File: src/rtl/access_sequencer_pkg.sv
// Shared types, code points and address-map helpers for the player-record access sequencer.
package access_sequencer_pkg;

   localparam int unsigned ADDR_W  = 3;
   localparam int unsigned DATA_W  = 8;
   localparam int unsigned PROTO_W = 3;
   localparam int unsigned ACC_W   = 2;
   localparam int unsigned CNT_W   = 2;

   typedef enum logic [2:0] {
      IDLE  = 3'd0,
      LATCH = 3'd1,
      WAIT  = 3'd2,
      WRITE = 3'd3,
      DONE  = 3'd4
   } state_t;

   localparam logic [PROTO_W-1:0] PROTO_001 = 3'b001;
   localparam logic [PROTO_W-1:0] PROTO_010 = 3'b010;
   localparam logic [PROTO_W-1:0] PROTO_101 = 3'b101;
   localparam logic [PROTO_W-1:0] PROTO_110 = 3'b110;

   localparam logic [ACC_W-1:0] ACC_KEY   = 2'b01;
   localparam logic [ACC_W-1:0] ACC_MONEY = 2'b10;

   // Request fields captured when a start is accepted.
   typedef struct packed {
      logic [PROTO_W-1:0] protocol;
      logic [ACC_W-1:0]   access_type;
      logic               wren;
      logic [DATA_W-1:0]  data;
   } req_t;

   function automatic logic proto_legal(input logic [PROTO_W-1:0] p);
      return (p == PROTO_001) || (p == PROTO_010) || (p == PROTO_101) || (p == PROTO_110);
   endfunction

   function automatic logic access_legal(input logic [ACC_W-1:0] t);
      return (t == ACC_KEY) || (t == ACC_MONEY);
   endfunction

   function automatic logic req_legal(input req_t r);
      return proto_legal(r.protocol) && access_legal(r.access_type);
   endfunction

   // Word address: player select on top, record type below.
   function automatic logic [ADDR_W-1:0] map_address(input logic p2, input logic [ACC_W-1:0] t);
      return {p2, t};
   endfunction

endpackage

File: src/rtl/access_sequencer_latency_counter.sv
// Saturating read-latency counter; cleared on WAIT entry, stops at LIMIT.
module access_sequencer_latency_counter
   import access_sequencer_pkg::*;
#(
   parameter int unsigned LIMIT = 2
) (
   input  logic             clock,
   input  logic             resetn,
   input  logic             clear,
   input  logic             enable,
   output logic [CNT_W-1:0] count,
   output logic             expired_c
);

   localparam logic [CNT_W-1:0] LAST = CNT_W'(LIMIT);

   always_ff @(posedge clock or negedge resetn) begin
      if (!resetn) begin
         count <= '0;
      end else if (clear) begin
         count <= '0;
      end else if (enable && (count != LAST)) begin
         count <= count + CNT_W'(1);
      end
   end

   assign expired_c = (count == LAST);

endmodule

File: src/rtl/access_sequencer.sv
// Sequences one player-record RAM read or write per accepted start, with legality checking.
module access_sequencer
   import access_sequencer_pkg::*;
#(
   parameter int unsigned READ_LATENCY = 2
) (
   input  logic               clock,
   input  logic               resetn,
   input  logic               start,
   input  logic [PROTO_W-1:0] protocol,
   input  logic               access_p2,
   input  logic [ACC_W-1:0]   access_type,
   input  logic               wren,
   input  logic [DATA_W-1:0]  data_in,
   output logic [ADDR_W-1:0]  ram_address,
   output logic [DATA_W-1:0]  ram_data,
   output logic               ram_wren,
   input  logic [DATA_W-1:0]  ram_q,
   output logic               busy,
   output logic               done,
   output logic               error,
   output logic [DATA_W-1:0]  result,
   output logic [PROTO_W-1:0] result_protocol
);

   state_t           state;
   req_t             req;
   logic [CNT_W-1:0] wait_count;
   logic             wait_clear_c;
   logic             wait_en_c;
   logic             wait_expired_c;

   assign wait_clear_c = (state == LATCH);
   assign wait_en_c    = (state == WAIT);

   // Extra WAIT cycle beyond READ_LATENCY gives ram_q a full cycle of margin before capture.
   access_sequencer_latency_counter #(
      .LIMIT (READ_LATENCY)
   ) u_latency_counter (
      .clock     (clock),
      .resetn    (resetn),
      .clear     (wait_clear_c),
      .enable    (wait_en_c),
      .count     (wait_count),
      .expired_c (wait_expired_c)
   );

   always_ff @(posedge clock or negedge resetn) begin
      if (!resetn) begin
         state           <= IDLE;
         req             <= '0;
         ram_address     <= '0;
         ram_data        <= '0;
         ram_wren        <= 1'b0;
         busy            <= 1'b0;
         done            <= 1'b0;
         error           <= 1'b0;
         result          <= '0;
         result_protocol <= '0;
      end else begin
         done     <= 1'b0;
         error    <= 1'b0;
         ram_wren <= 1'b0;
         case (state)
            IDLE: begin
               if (start) begin
                  req.protocol    <= protocol;
                  req.access_type <= access_type;
                  req.wren        <= wren;
                  req.data        <= data_in;
                  ram_address     <= map_address(access_p2, access_type);
                  busy            <= 1'b1;
                  state           <= LATCH;
               end
            end
            LATCH: begin
               if (!req_legal(req)) begin
                  error           <= 1'b1;
                  done            <= 1'b1;
                  result_protocol <= req.protocol;
                  state           <= DONE;
               end else if (req.wren) begin
                  ram_wren <= 1'b1;
                  ram_data <= req.data;
                  state    <= WRITE;
               end else begin
                  state <= WAIT;
               end
            end
            WRITE: begin
               done            <= 1'b1;
               result_protocol <= req.protocol;
               state           <= DONE;
            end
            WAIT: begin
               if (wait_expired_c) begin
                  result          <= ram_q;
                  done            <= 1'b1;
                  result_protocol <= req.protocol;
                  state           <= DONE;
               end
            end
            DONE: begin
               busy  <= 1'b0;
               state <= IDLE;
            end
            default: begin
               busy  <= 1'b0;
               state <= IDLE;
            end
         endcase
      end
   end

   logic unused_c;
   assign unused_c = ^wait_count;

endmodule

File: config.mk
export PLATFORM = sky130hd
export DESIGN_NAME = access_sequencer
export DESIGN_NICKNAME = d
export VERILOG_FILES = /design/src/rtl/access_sequencer_pkg.sv /design/src/rtl/access_sequencer_latency_counter.sv /design/src/rtl/access_sequencer.sv
export SDC_FILE = /design/constraint.sdc
export NUM_CORES = 1
export LEC_CHECK = 0
export CORE_UTILIZATION = 41
export DETAILED_ROUTE_END_ITERATION = 16
export HOLD_SLACK_MARGIN = 0.08
export PLACE_DENSITY = 0.81
export SETUP_SLACK_MARGIN = 0.1
export SLEW_MARGIN = 15
export SYNTH_ARGS = -nofsm -noshare
export SYNTH_HDL_FRONTEND = slang
export SYNTH_SLANG_ARGS = --single-unit
File: constraint.sdc
create_clock -name clock -period 1.5 [get_ports clock]
set_input_delay 0.15 -clock clock [delete_from_list [all_inputs] [get_ports clock]]
set_output_delay 0.15 -clock clock [all_outputs]
set_load 0.03 [all_outputs]
==> Word level (Yosys, flattened, before mapping) <==
Index checks and enable logic that the tools add are counted.
{ "totals": {"ramBits": 0, "latchBits": 0, "out_inout_bits": 26, "n_memories": 0, "wordCells": 65, "mem_bits_ro": 0, "register_bits": 45} }
{ "op_classes": {"n_shift": 0, "bitwise_logic": 1, "magnitude_cmp": 0, "n_eq_ne": 14, "div_mod_pow": 0, "mul": 0, "muxes": 19, "n_addsub": 1, "reduce_logical": 16} }
{ "ops": {"columns": ["op", "n"], "rows": [
  ["3-bit 2-to-1 mux", 5],
  ["3-bit case mux with 4 select lines", 1],
  ["3-bit by 2-bit == test with 1-bit output, second input constant", 3],
  ["3-bit case mux with 3 select lines", 1],
  ["1-bit 2-to-1 mux", 8],
  ["2-bit != test, second input constant", 4],
  ["2-bit AND reduction", 4],
  ["3-bit by 1-bit == test with 1-bit output, second input constant", 2],
  ["3-bit == test, second input constant", 2],
  ["3-bit AND reduction", 2],
  ["2-bit == test, second input constant", 2],
  ["1-bit logical OR", 4],
  ["2-bit 2-to-1 mux", 2],
  ["3-bit zero test", 1],
  ["1-bit case mux with 3 select lines", 1],
  ["3-bit nonzero test", 1],
  ["3-bit OR reduction", 1],
  ["2-bit by 1-bit adder with 2-bit output, second input constant", 1],
  ["2-bit by 1-bit == test with 1-bit output, second input constant", 1],
  ["1-bit logical AND", 2],
  ["1-bit case mux with 2 select lines", 1],
  ["2-bit nonzero test", 1],
  ["1-bit inverter", 1]
]} }

==> Logic depth before layout (Yosys ltp) <==
Gate-level depths: netlist (run 1).
{ "depth": {"ltp_word": 7, "depth_mapped": 6, "mapped_depth_nobuf": 6} }

==> Modules after synthesis <==
Synthesis (run 1) repeated with hierarchy kept, for this count alone.
{ "hier_totals": {"cells_unflattened": 114, "area_unflattened_um2": 1821.7} }
{ "modules_own_cells": {"columns": ["module", "n_inst", "seq_area_each_um2", "cells_each", "area_each_um2"], "rows": [
  ["access_sequencer", 1, 1026.0, 103, 1691.6],
  ["access_sequencer_latency_counter", 1, 50.0, 11, 130.1]
]} }

==> Worst setup path after synthesis (run 1) <==
Ideal clock, no wire load.
{ "synth_path": {"path_kind": "flip-flop to flip-flop", "from": "reg state[0]", "to": "reg ram_address[1]", "slack_ns": -0.023, "path_stages_with_launch": 6, "arrival_time_ns": 1.398, "n_path_buf": 2, "path_cell_list": "dfrtp_1 buf_2 nand2b_4 nor3_4 buf_6 mux2_2"} }
{ "synth_between": {"elab_chain_len": 2} }
{ "synth_rtl": {"columns": ["item", "line", "text"], "rows": [
  ["from (decl)", "access_sequencer.sv:26", "state_t state;"],
  ["from (signal assigned)", "access_sequencer.sv:50", "state <= IDLE;"],
  ["from (signal assigned)", "access_sequencer.sv:73", "state <= LATCH;"],
  ["from (signal assigned)", "access_sequencer.sv:81", "state <= DONE;"],
  ["3-bit zero test", "access_sequencer.sv:64", "case (state)"],
  ["2-bit AND reduction (no line)", null, null],
  ["to (signal assigned)", "access_sequencer.sv:71", "ram_address <= map_address(access_p2, access_type);"],
  ["to (decl)", "access_sequencer.sv:15", "output logic [ADDR_W-1:0] ram_address,"]
]} }
Every way passes these cells.
A chain may end at the register's enable or synchronous reset.

==> impl_metrics.csv, run 1 <==
group,metric,value,unit
outcome,status,"finished, violations left",
outcome,violations,"negative setup slack",
timing,setup_viol,6,
finish,final_cell_mix,"40 x dfrtp_1, 26 x mux2_4, 25 x clkdlybuf4s50_1, 25 x dlygate4sd2_1, 21 x buf_4",
timing,fin_crit_sh,1.01,
critical_path,worstPathMaxFanout,4,
die,rows,23,
timing,hold_violations,0,
synthesis,yosysTopAreaCellShare,0.625,
flow_run,maxCapViolCount,0,
critical_path,startpoint_type,"flop",
synthesis,syn_area,0.00172,mm^2
critical_path,critPathRequiredTime,1690,ps
synthesis,synth_compound_gate_area_share,0.0240,
placement,gp_congestion,0.753,
grt,overflow,0,
synthesis,yosys.area_share.adder,0.00727,
die,start_util,0.427,
finish,nFillCells,255,
timing,worstMarginPinSlew,344,ps
synthesis,yosys.area_share.simple,0.0799,
clock_tree,cts_tree,"yes",
synthesis,avgSynthCellArea,14.7,um^2
route,ant_nets,0,
route,dr.pass1.iters,4,
grt,grt_pass1_wl,6570,um
clock_tree,cts_sinks,43,
critical_path,path_class,"flop to flop",
die,io_pins,52,
critical_path,rr_endpoint,"result_protocol[2]",
critical_path,timing.rr.start,"ram_address[0]",
synthesis,synth_nets,144,
die,die_x,66.8,um
timing,worst_slack,-20.3,ps
synthesis,synth_cell_types,21,
timing,fmax,658,MHz
clock_tree,h-tree-depth,2,
die,coreArea,0.00403,mm^2
synthesis,yosys.area_share.xor_xnor,0.0102,
finish,layout-drive-gt1-share,0.436,
pwr,p_leak,1.38,nW
critical_path,rrSetupSlack,-20,ps
route,avgViaCountPerCell,5.03,
pwr,power,5.98,mW
clock_tree,cts_buffers,5,
die,dieArea,0.00446,mm^2
synthesis,synth_area_leaders,"dfrtp_1 63%, mux2_2 22%, nand2b_4 1.6%, inv_1 1.3%, nor2_1 1.3%",
critical_path,r2r_cells,5,
clock_tree,clock-root-buffer,"clkbuf_8",
timing,relSlewSlack,0.770,
placement,preCtsSetupSlack,-90.3,ps
timing,rsz0062_at_grt,"yes",
route,drtIter0Drc,31,
grt,track_usage,0.208,
finish,syn_to_final_growth,62.8,%
synthesis,synth_mux_area_frac,0.222,
synthesis,syn_inst,117,
critical_path,cp.arrival,1710,ps
grt,grt_pass1_vias,1363,
grt,antenna_found_initial,0,
timing,final_max_slew_viol_count,0,
critical_path,end_kind,"flop",
hold_path,hp-class,"primary input to asynchronous set/reset pin",
synthesis,synth_seq_area_share,0.625,
finish,diodes,0,
route,num_vias,1267,
finish,final_nets,228,
route,wl,4600,um
route,drt-wirelength-per-cell,18.3,um
finish,final_common_cell,"dfrtp_1",
clock_tree,clk_path_buf_depth,2,
pwr,power.density,2130,mW/mm^2
synthesis,ys.warnings.count,0,
route,drcViolationCount,0,
timing,finClkSkew,12.5,ps
finish,multi_input_area,766,um^2
clock_tree,clkLatencyLatePin,300,ps
synthesis,synth_seq_cells,43,
placement,port_buffers,51,
placement,hpwl,2640,um
finish,seq_area,0.00108,mm^2
timing,finalCriticalPeriod,1520,ps
clock_tree,clkSlewWorstSetupHoldPaths,90,ps
synthesis,synth_top_family_by_area,"multiplexers",
pwr,vdd_drop_max,0.00126,V
synthesis,synth_top_area_cell,"dfrtp_1",
die,die_h,66.8,um
grt,grt_max_degree,17,
registers in the layout, summed over array words and instances, names as in the netlist, 2 cells and up:
signal / cells
ram_data: 8
ram_address: 3
req: 12
u_latency_counter.count: 2
result: 8
state: 3
result_protocol: 3
cell usage after synthesis (all sizes together):
cell	count
a21oi	3
nand4	1
xnor2	2
o21ai	2
buf	4
nor2	7
nand2	5
nand3	1
nand2b	2
nor3	3
nor3b	1
o21bai	1
dfrtp	43
inv	6
mux2	34
ha	1
o22a	1
critical path: stages (launching register included):
cell and delay, ps:
dfrtp_1 410, xnor2_2 240, nor2_2 90, buf_4 150, o22a_4 240, mux2_2 280
worst max path at each step:
stage                               from                 end  slack (ps)  cells past startpoint
after floorplan                 state[0]      ram_address[1]        -0.3                      5
after global placement             start      ram_address[0]         -20                      5
after detailed placement  ram_address[0]         ram_data[4]         -90                      4
after CTS                 ram_address[0]         ram_data[7]          20                      5
after global routing      ram_address[1]  result_protocol[2]         -80                      5
final                     ram_address[0]  result_protocol[2]         -20                      5
layout make-up:
cell class              count  share of cell area
clock inverters             2              0.0125
well taps                  50              0.0223
inverters                   6             0.00804
flip-flops and latches     43               0.385
repair buffers             80               0.269
clock buffers               6              0.0295
multi-input cells          65               0.273
metrics by stage:
| step | cells | instance area (um^2) | hold WS (ps) | utilization | TNS, ps |
|---|---|---|---|---|---|
| final | 252 | 2800 | 279 | 0.696 | -66.7 |
| after global routing | 252 | 2800 | 316 | 0.696 | -673 |
| after CTS | 248 | 2690 | 290 | 0.667 | 0 |
| after detailed placement | 225 | 2360 | 71.8 | 0.587 | -1290 |
| after global placement | 225 | 2360 | 60.5 | 0.587 | -312 |
| after floorplan | 117 | 1740 | -146 | - | -2.77 |
per-layer routing:
metal	track usage	up-vias	wire length (um)
met5	0	-	0
met3	0.0548	8	185
met4	0.0638	0	99
li1	-	572	-
met1	0.238	644	1820
met2	0.375	43	2500
cells by family after synthesis:
kind of cell,after synthesis
flops,43
mux,34
simple gates,20
buf+inv,10
compound gates,7
xor+xnor,2
fa+ha+maj,1
report_power, final:
| part | switching (mW) | internal, mW |
|---|---|---|
| Clock | 0.396 | 0.539 |
| Combinational | 1.45 | 1.58 |
| Sequential | 0.368 | 1.64 |
what timing repair did:
action	4_1_cts	5_1_grt
gates resized for setup	50	18
setup buffers	12	4
endpoints found under the setup margin	60	35
hold endpoints to repair	13	0
hold buffers	1	0
pin swaps	5	3
cloned	2	0
Note: power is estimated with default switching activity, not from simulation.
==> run 2, diff against run 1 <==
MAX_ROUTING_LAYER = met4   (was unset)
==> run 2 against run 1 <==
  * The flow still finishes with violations (negative setup slack)
  * Sequential share of layout area stayed put
  * Register-to-register slack hardly changed
  * Global-route usage is 0.53 points higher
  * Largest power group unchanged
  * Clock power hardly changed
  * Via count is 1.1% lower
  * Highest routed layer unchanged
==> impl_metrics.csv, run 2 (synthesized netlist as in run 1, its figures left out) <==
group,metric,value,unit
outcome,violations,"negative setup slack",
die,die_x,66.8,um
route,wl,4570,um
route,ant_nets,0,
clock_tree,cts_buffers,5,
critical_path,cp.arrival,1710,ps
finish,syn_to_final_growth,62.8,%
pwr,seqPwrFrac,0.337,
grt,grt_pass1_wl,6570,um
flow_run,maxCapViolCount,0,
timing,rsz0062_at_grt,"yes",
clock_tree,cts_tree,"yes",
finish,final_cell_mix,"40 x dfrtp_1, 26 x mux2_4, 25 x clkdlybuf4s50_1, 25 x dlygate4sd2_1, 21 x buf_4",
die,start_util,0.427,
die,io_pins,52,
timing,fin_tns_setup,-76.0,ps
finish,finalInstanceArea,0.00280,mm^2
route,avgViaCountPerCell,4.97,
hold_path,hp-class,"primary input to asynchronous set/reset pin",
grt,antenna_found_initial,0,
timing,finalCriticalPeriod,1520,ps
critical_path,cpPeakStageDelay,410,ps
timing,relSlewSlack,0.771,
pwr,swShare,0.370,
route,dr.pass1.iters,4,
grt,track_usage,0.213,
grt,overflow,0,
timing,hold_violations,0,
finish,layout-drive-gt1-share,0.436,
critical_path,crit_chain,"xnor2_2 -> nor2_2 -> buf_4 -> o22a_4 -> mux2_2",
clock_tree,h-tree-depth,2,
pwr,switchingPower,2.21,mW
finish,final_common_cell,"dfrtp_1",
critical_path,slowest_stage,"dfrtp_1",
clock_tree,clock-root-buffer,"clkbuf_8",
timing,worst_slack,-19.1,ps
die,dieArea,0.00446,mm^2
timing,fmax,658,MHz
die,die_h,66.8,um
critical_path,worstPathMaxFanout,4,
grt,grt_pass1_vias,1358,
finish,diodes,0,
clock_tree,cts_sinks,43,
critical_path,startpoint_type,"flop",
finish,top_regs,"req: 12 flops, ram_data: 8 flops, result: 8 flops",
critical_path,end_kind,"flop",
pwr,clockPowerShare,0.156,
outcome,status,"finished, violations left",
placement,place_area,0.00236,mm^2
die,coreArea,0.00403,mm^2
placement,dp_cells,225,
route,drt-wirelength-per-cell,18.1,um
route,drcViolationCount,0,
timing,worstMarginPinSlew,343,ps
die,rows,23,
timing,setup_viol,8,
placement,hpwl,2640,um
finish,fin_util,0.696,
timing,fin_crit_sh,1.01,
finish,largest_reg_flops,12,
placement,preCtsSetupSlack,-90.3,ps
route,num_vias,1253,
timing,finClkSkew,11.3,ps
placement,gp_congestion,0.762,
clock_tree,clkSlewWorstSetupHoldPaths,90,ps
pwr,vdd_drop_max,0.00126,V
clock_tree,clkLatencyLatePin,300,ps
critical_path,path_class,"flop to flop",
finish,top_register,"req",
pwr,power.density,2130,mW/mm^2
clock_tree,clk_path_buf_depth,2,
grt,grt_max_degree,17,
pwr,p_int,3.76,mW
finish,final_nets,228,
route,drtIter0Drc,25,
timing,final_max_slew_viol_count,0,
finish,fin_cells,252,
placement,port_buffers,51,
critical_path,critPathRequiredTime,1690,ps
pwr,combPwrFrac,0.506,
pwr,p_leak,1.38,nW
-- run 2: cell counts in the layout (fill, tap and decap cells not counted) --
No cell type changed its count.
-- run 2: per-layer routing --
| layer | share of wire | GRT usage | vias up | wire [um] |
|---|---|---|---|---|
| li1 | - | - | 570 | - |
| met1 | 0.39 | 0.236 | 628 | 1770 |
| met2 | 0.54 | 0.376 | 45 | 2480 |
| met3 | 0.045 | 0.0548 | 10 | 206 |
| met4 | 0.026 | 0.0638 | 0 | 120 |
| met5 | 0 | - | - | 0 |
-- run 2: final cells by class --
type                    count  area [um^2]
clock inverters             2         35.0
flip-flops and latches     43         1080
inverters                   6         22.5
repair buffers             80          754
well taps                  50         62.6
multi-input cells          65          766
fillers                   255         1230
clock buffers               6         82.6
-- run 2: timing repair --
action                                 CTS  global route
pin swaps                                5             3
gates cloned                             2             0
hold buffers                             1             0
buffers inserted                        12             4
resized for setup                       50            18
endpoints found under the hold margin   13             0
setup endpoints to repair               60            35
-- run 2: metrics by stage --
| step | power (mW) | hold WS (ps) |
|---|---|---|
| final | 5.97 | 280 |
| after global routing | 6.23 | 317 |
| after CTS | 5.55 | 290 |
| after detailed placement | 4.30 | 71.8 |
| after global placement | 4.19 | 60.5 |
| after floorplan | 3.36 | -146 |
-- run 2: worst paths after layout --
check | startpoint | end | slack [ps] | depth (start not counted)
worst min-delay path | resetn | result_protocol[2] | 280 | 2
max in group asynchronous | resetn | req[11] | 680 | 3
worst max register to register | ram_address[0] | result_protocol[2] | -20 | 5
min in group clock | data_in[3] | req[3] | 460 | 2
worst max-delay path | ram_address[0] | result_protocol[2] | -20 | 5
worst min register to register | result_protocol[0] | result_protocol[0] | 510 | 1
-- run 2: worst max-delay path: cells and delay by family, from the launching register on --
kind                   cells  cell delay, ps
AO/OA/AOI/OAI              1             240
XOR/XNOR                   1             240
buffers and inverters      1             150
flip-flops                 1             410
multiplexers               1             280
AND/OR/NAND/NOR            1              90
-- run 2: power by group through the flow --
stage               sequential (mW)  combinational, mW  clock (mW)
finish                         2.01               3.03       0.935
CTS                            1.96               2.65       0.935
global route                   2.06               3.18       0.989
global placement               1.94               2.25           0
floorplan                      2.38              0.988           0
detailed placement             1.97               2.33           0
==> run 3, diff against run 2 <==
SLEW_MARGIN = unset   (was 15)
==> results of run 3 <==
Same layout as run 2: the final DEF is identical, and so are final timing and power.
==> patch (settings of run 3) <==
The package constant `PROTO_W` goes from 3 to 6.
--- a/src/rtl/access_sequencer_pkg.sv
+++ b/src/rtl/access_sequencer_pkg.sv
@@ -5,3 +5,3 @@
    localparam int unsigned DATA_W  = 8;
-   localparam int unsigned PROTO_W = 3;
+   localparam int unsigned PROTO_W = 6;
    localparam int unsigned ACC_W   = 2;
Ports: changed (resized protocol and result_protocol); port bits go from 52 to 58. The function was not compared with the original's and may differ.
==> patch against run 3 <==
- the run still ends with negative setup slack left
- utilization down 3.9 points
- sequential cell count up 6
- count of clock-buffer cells in the layout unchanged
- cell area up 11%
- setup slack worse by 0.045 ns
- combinational power down 5%
- total power down 2.5%
- non-clock buffer count up 10
- clock skew down 0.0030 ns
- wire length down 3.7%
- area after synthesis up 19%
- clock power down 18%
- critical path type unchanged
- largest power group unchanged
- highest routed layer unchanged
==> patch: results (changes against run 3) <==
Worst setup path:
- The critical path starts at u_latency_counter.count[1].
- The largest incremental delay on the critical path is 0.43 ns (+0.02 ns).
- The highest fanout seen on the critical path is 8 (+4).
- In this run the critical register-to-register path is captured at result_protocol[0].
- The endpoint arrival time on the critical path is 1.75 ns (+0.04 ns).

Synthesis:
- The adder and majority cell fraction of the synthesized area was 0.613% (-0.11 points).
- The compound-cell area share of the yosys netlist is 3.86% (+1.5 points).
- The proportion of synthesized area in mux cells is 22.4% (+0.20 points).
- The post-synth net total was 164 (+14%).
- The synthesized-area fraction occupied by xor and xnor cells is 1.23% (+0.21 points).
- Ranked by total cell area, the synthesized netlist is headed by sky130_fd_sc_hd__dfrtp_1, sky130_fd_sc_hd__mux2_2, sky130_fd_sc_hd__mux2_4, sky130_fd_sc_hd__buf_4, sky130_fd_sc_hd__nand2b_4.
- The count of different cell masters after synthesis is 28 (+33%).
- The commonest cells after synthesis are sky130_fd_sc_hd__dfrtp_1, sky130_fd_sc_hd__mux2_2.
- The share of the yosys chip area belonging to registers was 60.1% (-2.4 points).

Cells and area:
- The final-layout clock-cell area share is 2.80% (-1.4 points).
- The non-clock buffer share of cell area was 26.4% (-0.57 points).
- The number of flip-flops and latches is 49 (+14%).
- The non-clock buffer instance count of the final layout is 90 (+13%).
- The count of multi-input gates is 75 (+15%).
- In the final layout, the registers with the most flip-flops are req: 15 flops, ram_data: 8 flops, result: 8 flops.
- The register cell area after layout is 1230 sq um (+14%).
- The net count of the finished layout is 256 (+12%).
- The layout inverter count without the clock tree came to 5 (-1).
- The multi-input logic portion of the cell area is 28.3% (+0.95 points).

Placed design:
- The detailed placer's ending HPWL is 2.74 mm (+3.7%).
- The weighted congestion reported at the end of routability-driven placement is 0.833 (+9.3%).
- The number of buffer cells added on primary ports was 57 (+12%).

Global routing:
- The first-pass GRT wire length is 6.92 mm (+5.4%).
- The met3 layer usage reported by global route was 5.28% (-0.20 points).
- The maximum number of pins on one net before global-route repair is 22 (+5).
- The met2 demand-to-capacity share in global routing is 26.9% (-11 points).
- The met1 routing resource usage after global routing is 24.5% (+0.94 points).
- The via count of the first global-routing pass is 1425 (+4.9%).

Detailed routing:
- The met1 wire length is 2.00 mm (+13%).
- The sum of met2 wire segment lengths after detailed routing is 2.07 mm (-17%).
- The number of design-rule violations left by the first detailed-router iteration came to 53 (+110%).
- The wire length per cell came to 15.0 um (-17%).

Power and ir drop:
- The static leakage power is 1.52 nW (+9.7%).
- The clock network power was 0.766 mW (-18%).
- The sequential group power was 2.19 mW (+9%).

STA:
- The setup-violating endpoint count in the final report is 11 (+3).
- The worst clock skew was 0.00837 ns (-0.00296 ns).
- The slew at the pin with the worst max-slew slack is 0.483 ns (+0.139 ns).
- The setup slack of the critical path after layout is -0.0640 ns (-0.0449 ns).
- The worst hold margin was 0.377 ns (+0.0971 ns).
- The total negative slack for setup checks is -0.384 ns (-0.308 ns).

Status:
- The checks that failed: negative setup slack.
- The flow ran to the end, but the final reports show violations.
## patch: cell count changes in the layout (fill, tap and decap cells not counted), moves of 4 or more
| cell | run 3 | this run |
|---|---|---|
| sky130_fd_sc_hd__buf_4 | 21 | 25 |
| sky130_fd_sc_hd__dfrtp_1 | 40 | 48 |
| sky130_fd_sc_hd__mux2_4 | 26 | 17 |
| sky130_fd_sc_hd__mux2_2 | 8 | 22 |
## patch: timing repair
item / in CTS / in global routing
hold buffers: 1 / 0
gates resized for setup: 47 / 12
pin swaps: 7 / 7
hold endpoints to repair: 19 / 0
cloned: 1 / 0
endpoints found under the setup margin: 70 / 45
setup buffers: 3 / 7
## patch: cells by family after synthesis
family / after synthesis
AOI/OAI and AO/OA: 10
xor gates and xnor gates: 2
adders and majority gates: 1
buffers and inverters: 11
DFF: 49
muxes: 39
and+or+nand+nor: 22
## patch: worst register-to-register path, cell delays in order, from the launching register on
cell and delay [ns]:
sky130_fd_sc_hd__dfrtp_1 0.43, sky130_fd_sc_hd__ha_4 0.20, sky130_fd_sc_hd__nor2_4 0.15, sky130_fd_sc_hd__nor2_4 0.06, sky130_fd_sc_hd__nor2_4 0.28, sky130_fd_sc_hd__mux2_4 0.34
## patch: stage by stage
| stage | total power, mW | worst slack (ns) | instances | util (%) | cell area (sq um) |
|---|---|---|---|---|---|
| 6_report | 5.83 | -0.0640 | 294 | 65.7 | 3120 |
| 4_1_cts | 5.70 | -0.0447 | 288 | 64.1 | 3050 |
| 5_1_grt | 6.14 | -0.118 | 294 | 65.7 | 3120 |
| 3_5_place_dp | 4.91 | -0.102 | 275 | 60.3 | 2870 |
| 2_1_floorplan | 3.87 | -0.0654 | 134 | - | 2080 |
| 3_3_place_gp | 4.84 | -0.0505 | 275 | 60.3 | 2870 |
